$ cat config.mk
export PLATFORM = sky130hd
export DESIGN_NAME = ring_link_rx
export DESIGN_NICKNAME = d
export VERILOG_FILES = /design/src/rtl/ring_pkg.sv /design/src/rtl/ring_rx_fifo.sv /design/src/rtl/ring_link_rx.sv
export SDC_FILE = /design/constraint.sdc
export NUM_CORES = 1
export LEC_CHECK = 0
export BUFFER_PORTS_ARGS = -buffer_cell sky130_fd_sc_hd__buf_2
export CAP_MARGIN = 20
export CELL_PAD_IN_SITES_DETAIL_PLACEMENT = 1
export CELL_PAD_IN_SITES_GLOBAL_PLACEMENT = 1
export CORE_UTILIZATION = 50
export CTS_BUF_LIST = sky130_fd_sc_hd__clkbuf_16
export DETAILED_ROUTE_END_ITERATION = 10
export HOLD_SLACK_MARGIN = 0.08
export PLACE_DENSITY = 0.79
export SYNTH_ARGS = -nofsm -noshare
export SYNTH_HDL_FRONTEND = slang
export SYNTH_SLANG_ARGS = --single-unit
$ cat constraint.sdc
create_clock -name clk -period 5.43 [get_ports clk]
set_input_delay 1.086 -clock clk [delete_from_list [all_inputs] [get_ports clk]]
set_output_delay 1.086 -clock clk [all_outputs]
set_load 0.01 [all_outputs]
$ cat src/rtl/ring_pkg.sv
// ring_pkg: packet field positions and packet struct shared by the ring routers and link endpoints.
package ring_pkg;
    localparam int VALID_BIT = 48;
    localparam int TS_MSB    = 47;
    localparam int TS_LSB    = 32;
    localparam int SRC_MSB   = 31;
    localparam int SRC_LSB   = 16;
    localparam int DST_MSB   = 15;
    localparam int DST_LSB   = 0;

    typedef struct packed {
        logic        valid;
        logic [15:0] timestamp;
        logic [15:0] source;
        logic [15:0] destination;
    } ring_packet_t;
endpackage

$ cat src/rtl/ring_rx_fifo.sv
// ring_rx_fifo: circular packet buffer of any depth with push, pop, full, empty and count.
module ring_rx_fifo #(
    parameter int DATA_W = 49,
    parameter int DEPTH  = 4
) (
    input  logic                       clk,
    input  logic                       rst_n,
    input  logic                       i_push,
    input  logic [DATA_W-1:0]          i_data,
    input  logic                       i_pop,
    output logic [DATA_W-1:0]          o_data,
    output logic                       o_full,
    output logic                       o_empty,
    output logic [$clog2(DEPTH+1)-1:0] o_count
);
    localparam int PW = $clog2(DEPTH);
    localparam int CW = $clog2(DEPTH+1);

    logic [DATA_W-1:0] r_mem [DEPTH];
    logic [PW-1:0]     r_wr;
    logic [PW-1:0]     r_rd;
    logic [CW-1:0]     r_cnt;
    logic              w_wr;
    logic              w_rd;

    function automatic logic [PW-1:0] wrap_inc(input logic [PW-1:0] p);
        return (p == PW'(DEPTH-1)) ? '0 : p + 1'b1;
    endfunction

    // A pop frees the head slot first, so a full buffer still accepts a simultaneous push.
    assign w_wr    = i_push & (~o_full | i_pop);
    assign w_rd    = i_pop & ~o_empty;
    assign o_full  = r_cnt == CW'(DEPTH);
    assign o_empty = r_cnt == '0;
    assign o_count = r_cnt;
    assign o_data  = r_mem[r_rd];

    always_ff @(posedge clk) begin
        if (!rst_n) begin
            r_wr  <= '0;
            r_rd  <= '0;
            r_cnt <= '0;
        end else begin
            if (w_wr) r_wr <= wrap_inc(r_wr);
            if (w_rd) r_rd <= wrap_inc(r_rd);
            r_cnt <= r_cnt + CW'(w_wr) - CW'(w_rd);
        end
    end

    always_ff @(posedge clk) begin
        if (w_wr) r_mem[r_wr] <= i_data;
    end
endmodule

$ cat src/rtl/ring_link_rx.sv
// ring_link_rx: ring link receive endpoint with FIFO, on/off backpressure and sticky overflow flag.
// Defining RING_RX_STATS_EN adds popped-packet and accumulated-latency counters.
module ring_link_rx
    import ring_pkg::*;
#(
    parameter int PACKET_SIZE    = 49,
    parameter int BUFFER_SIZE    = 4,
    parameter int STOP_THRESHOLD = BUFFER_SIZE - 2
) (
    input  logic                             clk,
    input  logic                             rst_n,
    input  logic [15:0]                      clk_counter,
    input  logic [PACKET_SIZE-1:0]           link_in,
    output logic                             backpressure_wr,
    output logic                             out_valid,
    output logic [PACKET_SIZE-1:0]           out_packet,
    input  logic                             out_ready,
    output logic                             overflow_err,
    output logic [$clog2(BUFFER_SIZE+1)-1:0] occupancy
`ifdef RING_RX_STATS_EN
    ,
    output logic [63:0]                      total_packet_recieve,
    output logic [63:0]                      total_latency
`endif
);
    localparam int CW = $clog2(BUFFER_SIZE+1);

    logic                   r_bp;
    logic                   r_ovf;
    logic                   w_push;
    logic                   w_pop;
    logic                   w_acc;
    logic                   w_full;
    logic                   w_empty;
    logic [CW-1:0]          w_occ_next;
    logic [PACKET_SIZE-1:0] w_fifo_data;
    ring_packet_t           w_out;

    ring_rx_fifo #(.DATA_W(PACKET_SIZE), .DEPTH(BUFFER_SIZE)) u_fifo (
        .clk     (clk),
        .rst_n   (rst_n),
        .i_push  (w_push),
        .i_data  (link_in),
        .i_pop   (w_pop),
        .o_data  (w_fifo_data),
        .o_full  (w_full),
        .o_empty (w_empty),
        .o_count (occupancy)
    );

    assign w_push     = link_in[VALID_BIT];
    assign w_pop      = out_valid & out_ready;
    assign w_acc      = w_push & (~w_full | w_pop);
    assign w_occ_next = occupancy + CW'(w_acc) - CW'(w_pop);
    assign out_valid  = ~w_empty;

    always_comb begin
        w_out       = w_fifo_data;
        w_out.valid = 1'b1;
    end

    assign out_packet      = out_valid ? PACKET_SIZE'(w_out) : '0;
    assign backpressure_wr = r_bp;
    assign overflow_err    = r_ovf;

    always_ff @(posedge clk) begin
        if (!rst_n) begin
            r_bp  <= 1'b0;
            r_ovf <= 1'b0;
        end else begin
            r_bp  <= w_occ_next >= CW'(STOP_THRESHOLD);
            r_ovf <= r_ovf | (w_push & ~w_acc);
        end
    end

`ifdef RING_RX_STATS_EN
    logic [63:0] r_tot;
    logic [63:0] r_lat;

    always_ff @(posedge clk) begin
        if (!rst_n) begin
            r_tot <= '0;
            r_lat <= '0;
        end else if (w_pop) begin
            r_tot <= r_tot + 64'd1;
            r_lat <= r_lat + 64'(16'(clk_counter - w_out.timestamp));
        end
    end

    assign total_packet_recieve = r_tot;
    assign total_latency        = r_lat;
`else
    logic w_unused;
    assign w_unused = ^clk_counter;
`endif
endmodule

==> metrics <==
largest net degree at the start of global routing=slightly above 50; IO buf count=106; Startpoint Class=register; max_cap viols=0; postcts setup bufs=0; Critical Path, Cell by Cell=buf_4 > mux4_2 > and2_1 > buf_2; Hold WC Path Type=reg -> reg; most numerous cell in the Yosys netlist=edfxtp_1; CP required=between 4 and 5 ns; grt ovf=0; vias in the first global route=between 4000 and 5000; f_max=roughly 280 MHz; Fin Setup TNS=0 ns; Max Slew Vio Count=0; Hold Startpoint=u_fifo.r_wr[1]; cell taking the most area after synthesis=edfxtp_1; sequential fraction of the synthesis area=approximately three quarters; final number of hold-violating endpoints=0; Initial Util=between 50% and 60%; boundary pin count=around 120; Storage cell area=5991 um^2; Min Clock Period, post-route=3.537 ns; Filler Cells Inserted=1326; DR WL/cell=between 20 and 25 um; Fin Clk Skew=slightly above 0.008 ns; first-pass GRT wire length=roughly 23000 um; maximum root-to-sink buffer count=3; wirelength, routed=between 10000 and 15000 um; Synth Area per Inst=21.51 um^2; clk sink count=203; proportion of layout cells with a drive suffix above 1=39.47%; nets=approximately 560; Skew-Pair Late Insertion Delay=between 0.4 and 0.5 ns; core area=15200 um^2; worst flop-to-flop path startpoint=u_fifo.o_count[2]; PD cells=493.8 nW/um^2; Hold-fix buffers, CTS=0; Area Overhead vs Synth=18.04%; total track usage=about 19%; DR iter-0 viols=between 200 and 300; Tcrit/Tclk final=roughly two thirds; H-Tree Level Count=1; DIE HEIGHT=127.0 um; Routed Antenna Nets=0; post-synthesis async set-or-reset flop share=0%; Yosys cell types=23; YS warnings=0; final setup margin=between 1.5 and 2 ns; detailed placer's ending HPWL=slightly below 9000 um; RSZ-0062 raised after global routing=no; via count=between 3000 and 4000; multi-input logic area=1714 um^2; Max Fanout on Critical Path=25; Slew headroom=approximately 37%; DRC=0; crit-path max cell delay=0.78 ns; dpl cell area=~8500 um^2; die width=about 130 um; VDD IR max=~380 uV; Post-Syn Nets=about 440; largest cells by area after synthesis=edfxtp_1 (74%), mux4_2 (14%), and2_1 (4.2%); CTS tree=done; CTS Buf Count=21; CP Capture Type=primary output; Post-synth top flop=edfxtp_1; flops & latches, synth=about 200; initial antenna violation count=1; CP Class=reg -> out; clock root buffer=clkbuf_16; Final Cell Area=approximately 9200 um^2; Worst Tran Pin Value=about 0.94 ns; Mapped Area=about 7800 um^2; total die area=approximately 16000 um^2; status=completed; Synth top area share=between 70% and 80%; Lkg Pwr=around 3.3 nW; Post-synth EDFFs=192; final number of setup-violating endpoints=0; Worst EP arrival=between 2 and 2.5 ns; post-synthesis cell count=roughly 360; Clock transition at path regs=0.06 ns; Post-CTS Resized=0; Post-synth top cells=edfxtp_1 (192), and2_1 (52), mux4_2 (48), dfxtp_1 (11), ha_1 (11); Place WS=2.144 ns; row cnt=between 40 and 50; 1st-pass router iterations=6; gp weighted congestion=just over 0.7; Util after Layout=between 60 and 70%; Vias per Instance=between 5 and 6; Worst Hold Slack=0.5006 ns; critical path's slowest cell=dfxtp_2
-- final cells by class --
| cell class | count | area share (%) |
|---|---|---|
| antenna | 1 | 0.02715 |
| multi-input combinational | 138 | 18.60 |
| timing repair buffer | 112 | 6.380 |
| clock buffer | 21 | 5.701 |
| clock inverter | 16 | 1.588 |
| sequential | 203 | 64.99 |
| tap | 188 | 2.552 |
| inverter | 4 | 0.1629 |
-- cell families after synthesis --
logic type / after synthesis / share of synthesized area [%]
flip-flops: 203 / 76.65
adder cells (fa/ha/maj): 11 / 1.763
AND/OR/NAND/NOR: 69 / 5.272
AO/OA/AOI/OAI: 5 / 0.4006
buffers and inverters: 22 / 1.474
multiplexers: 50 / 14.10
XOR/XNOR: 3 / 0.3365
-- stage by stage --
| step | instances | total power [mW] |
|---|---|---|
| after floorplan | 363 | 2.754 |
| after global placement | 644 | 3.164 |
| after detailed placement | 644 | 3.210 |
| after CTS | 681 | 4.613 |
| after global routing | 682 | 4.762 |
| final | 683 | 4.552 |
-- where the power goes --
group / total [mW] / internal, mW / switching, mW
sequential: 1.96 / 1.87 / 0.0981
clock: 1.40 / 0.842 / 0.553
combinational: 1.19 / 0.569 / 0.623
-- registers in the layout (all words and copies together), names as in the netlist, named ones only --
| signal | cells |
|---|---|
| u_fifo.r_rd | 2 |
| backpressure_wr | 1 |
| overflow_err | 1 |
| u_fifo.r_wr | 2 |
| u_fifo.o_count | 3 |
| u_fifo.r_mem | 192 |
-- per-layer routing --
metal,global-route usage [%],vias to the layer above,routed length (um)
li1,-,1684,-
met4,5.532,0,316
met3,4.020,27,786
met5,0,-,0
met2,34.58,109,7675
met1,23.91,1950,6009
-- placed cells by master (no fill, tap or decap), drive strengths merged, types with 3 or more instances in the layout --
master,n
and2,52
buf,112
bufinv,3
clkbuf,21
clkinv,8
dfxtp,11
edfxtp,192
ha,11
inv,8
mux4,48
nand2,6
nor2b,5
-- worst max-delay path, delay by kind of cell, from the launching register on --
family	cells	cell delay [ns]
DFF	1	0.78
buffers and inverters	2	0.61
muxes	1	0.37
and+or+nand+nor	1	0.19
-- path summary, 6_finish.rpt --
kind,cells after the start,slack (ns),end
hold reg to reg,2,0.50,u_fifo.r_wr[1]
setup / recovery,4,1.89,out_packet[2]
setup reg to reg,4,2.92,u_fifo.r_mem[3][27]
hold / removal,2,0.50,u_fifo.r_wr[1]
(Power assumes the default switching activity.)
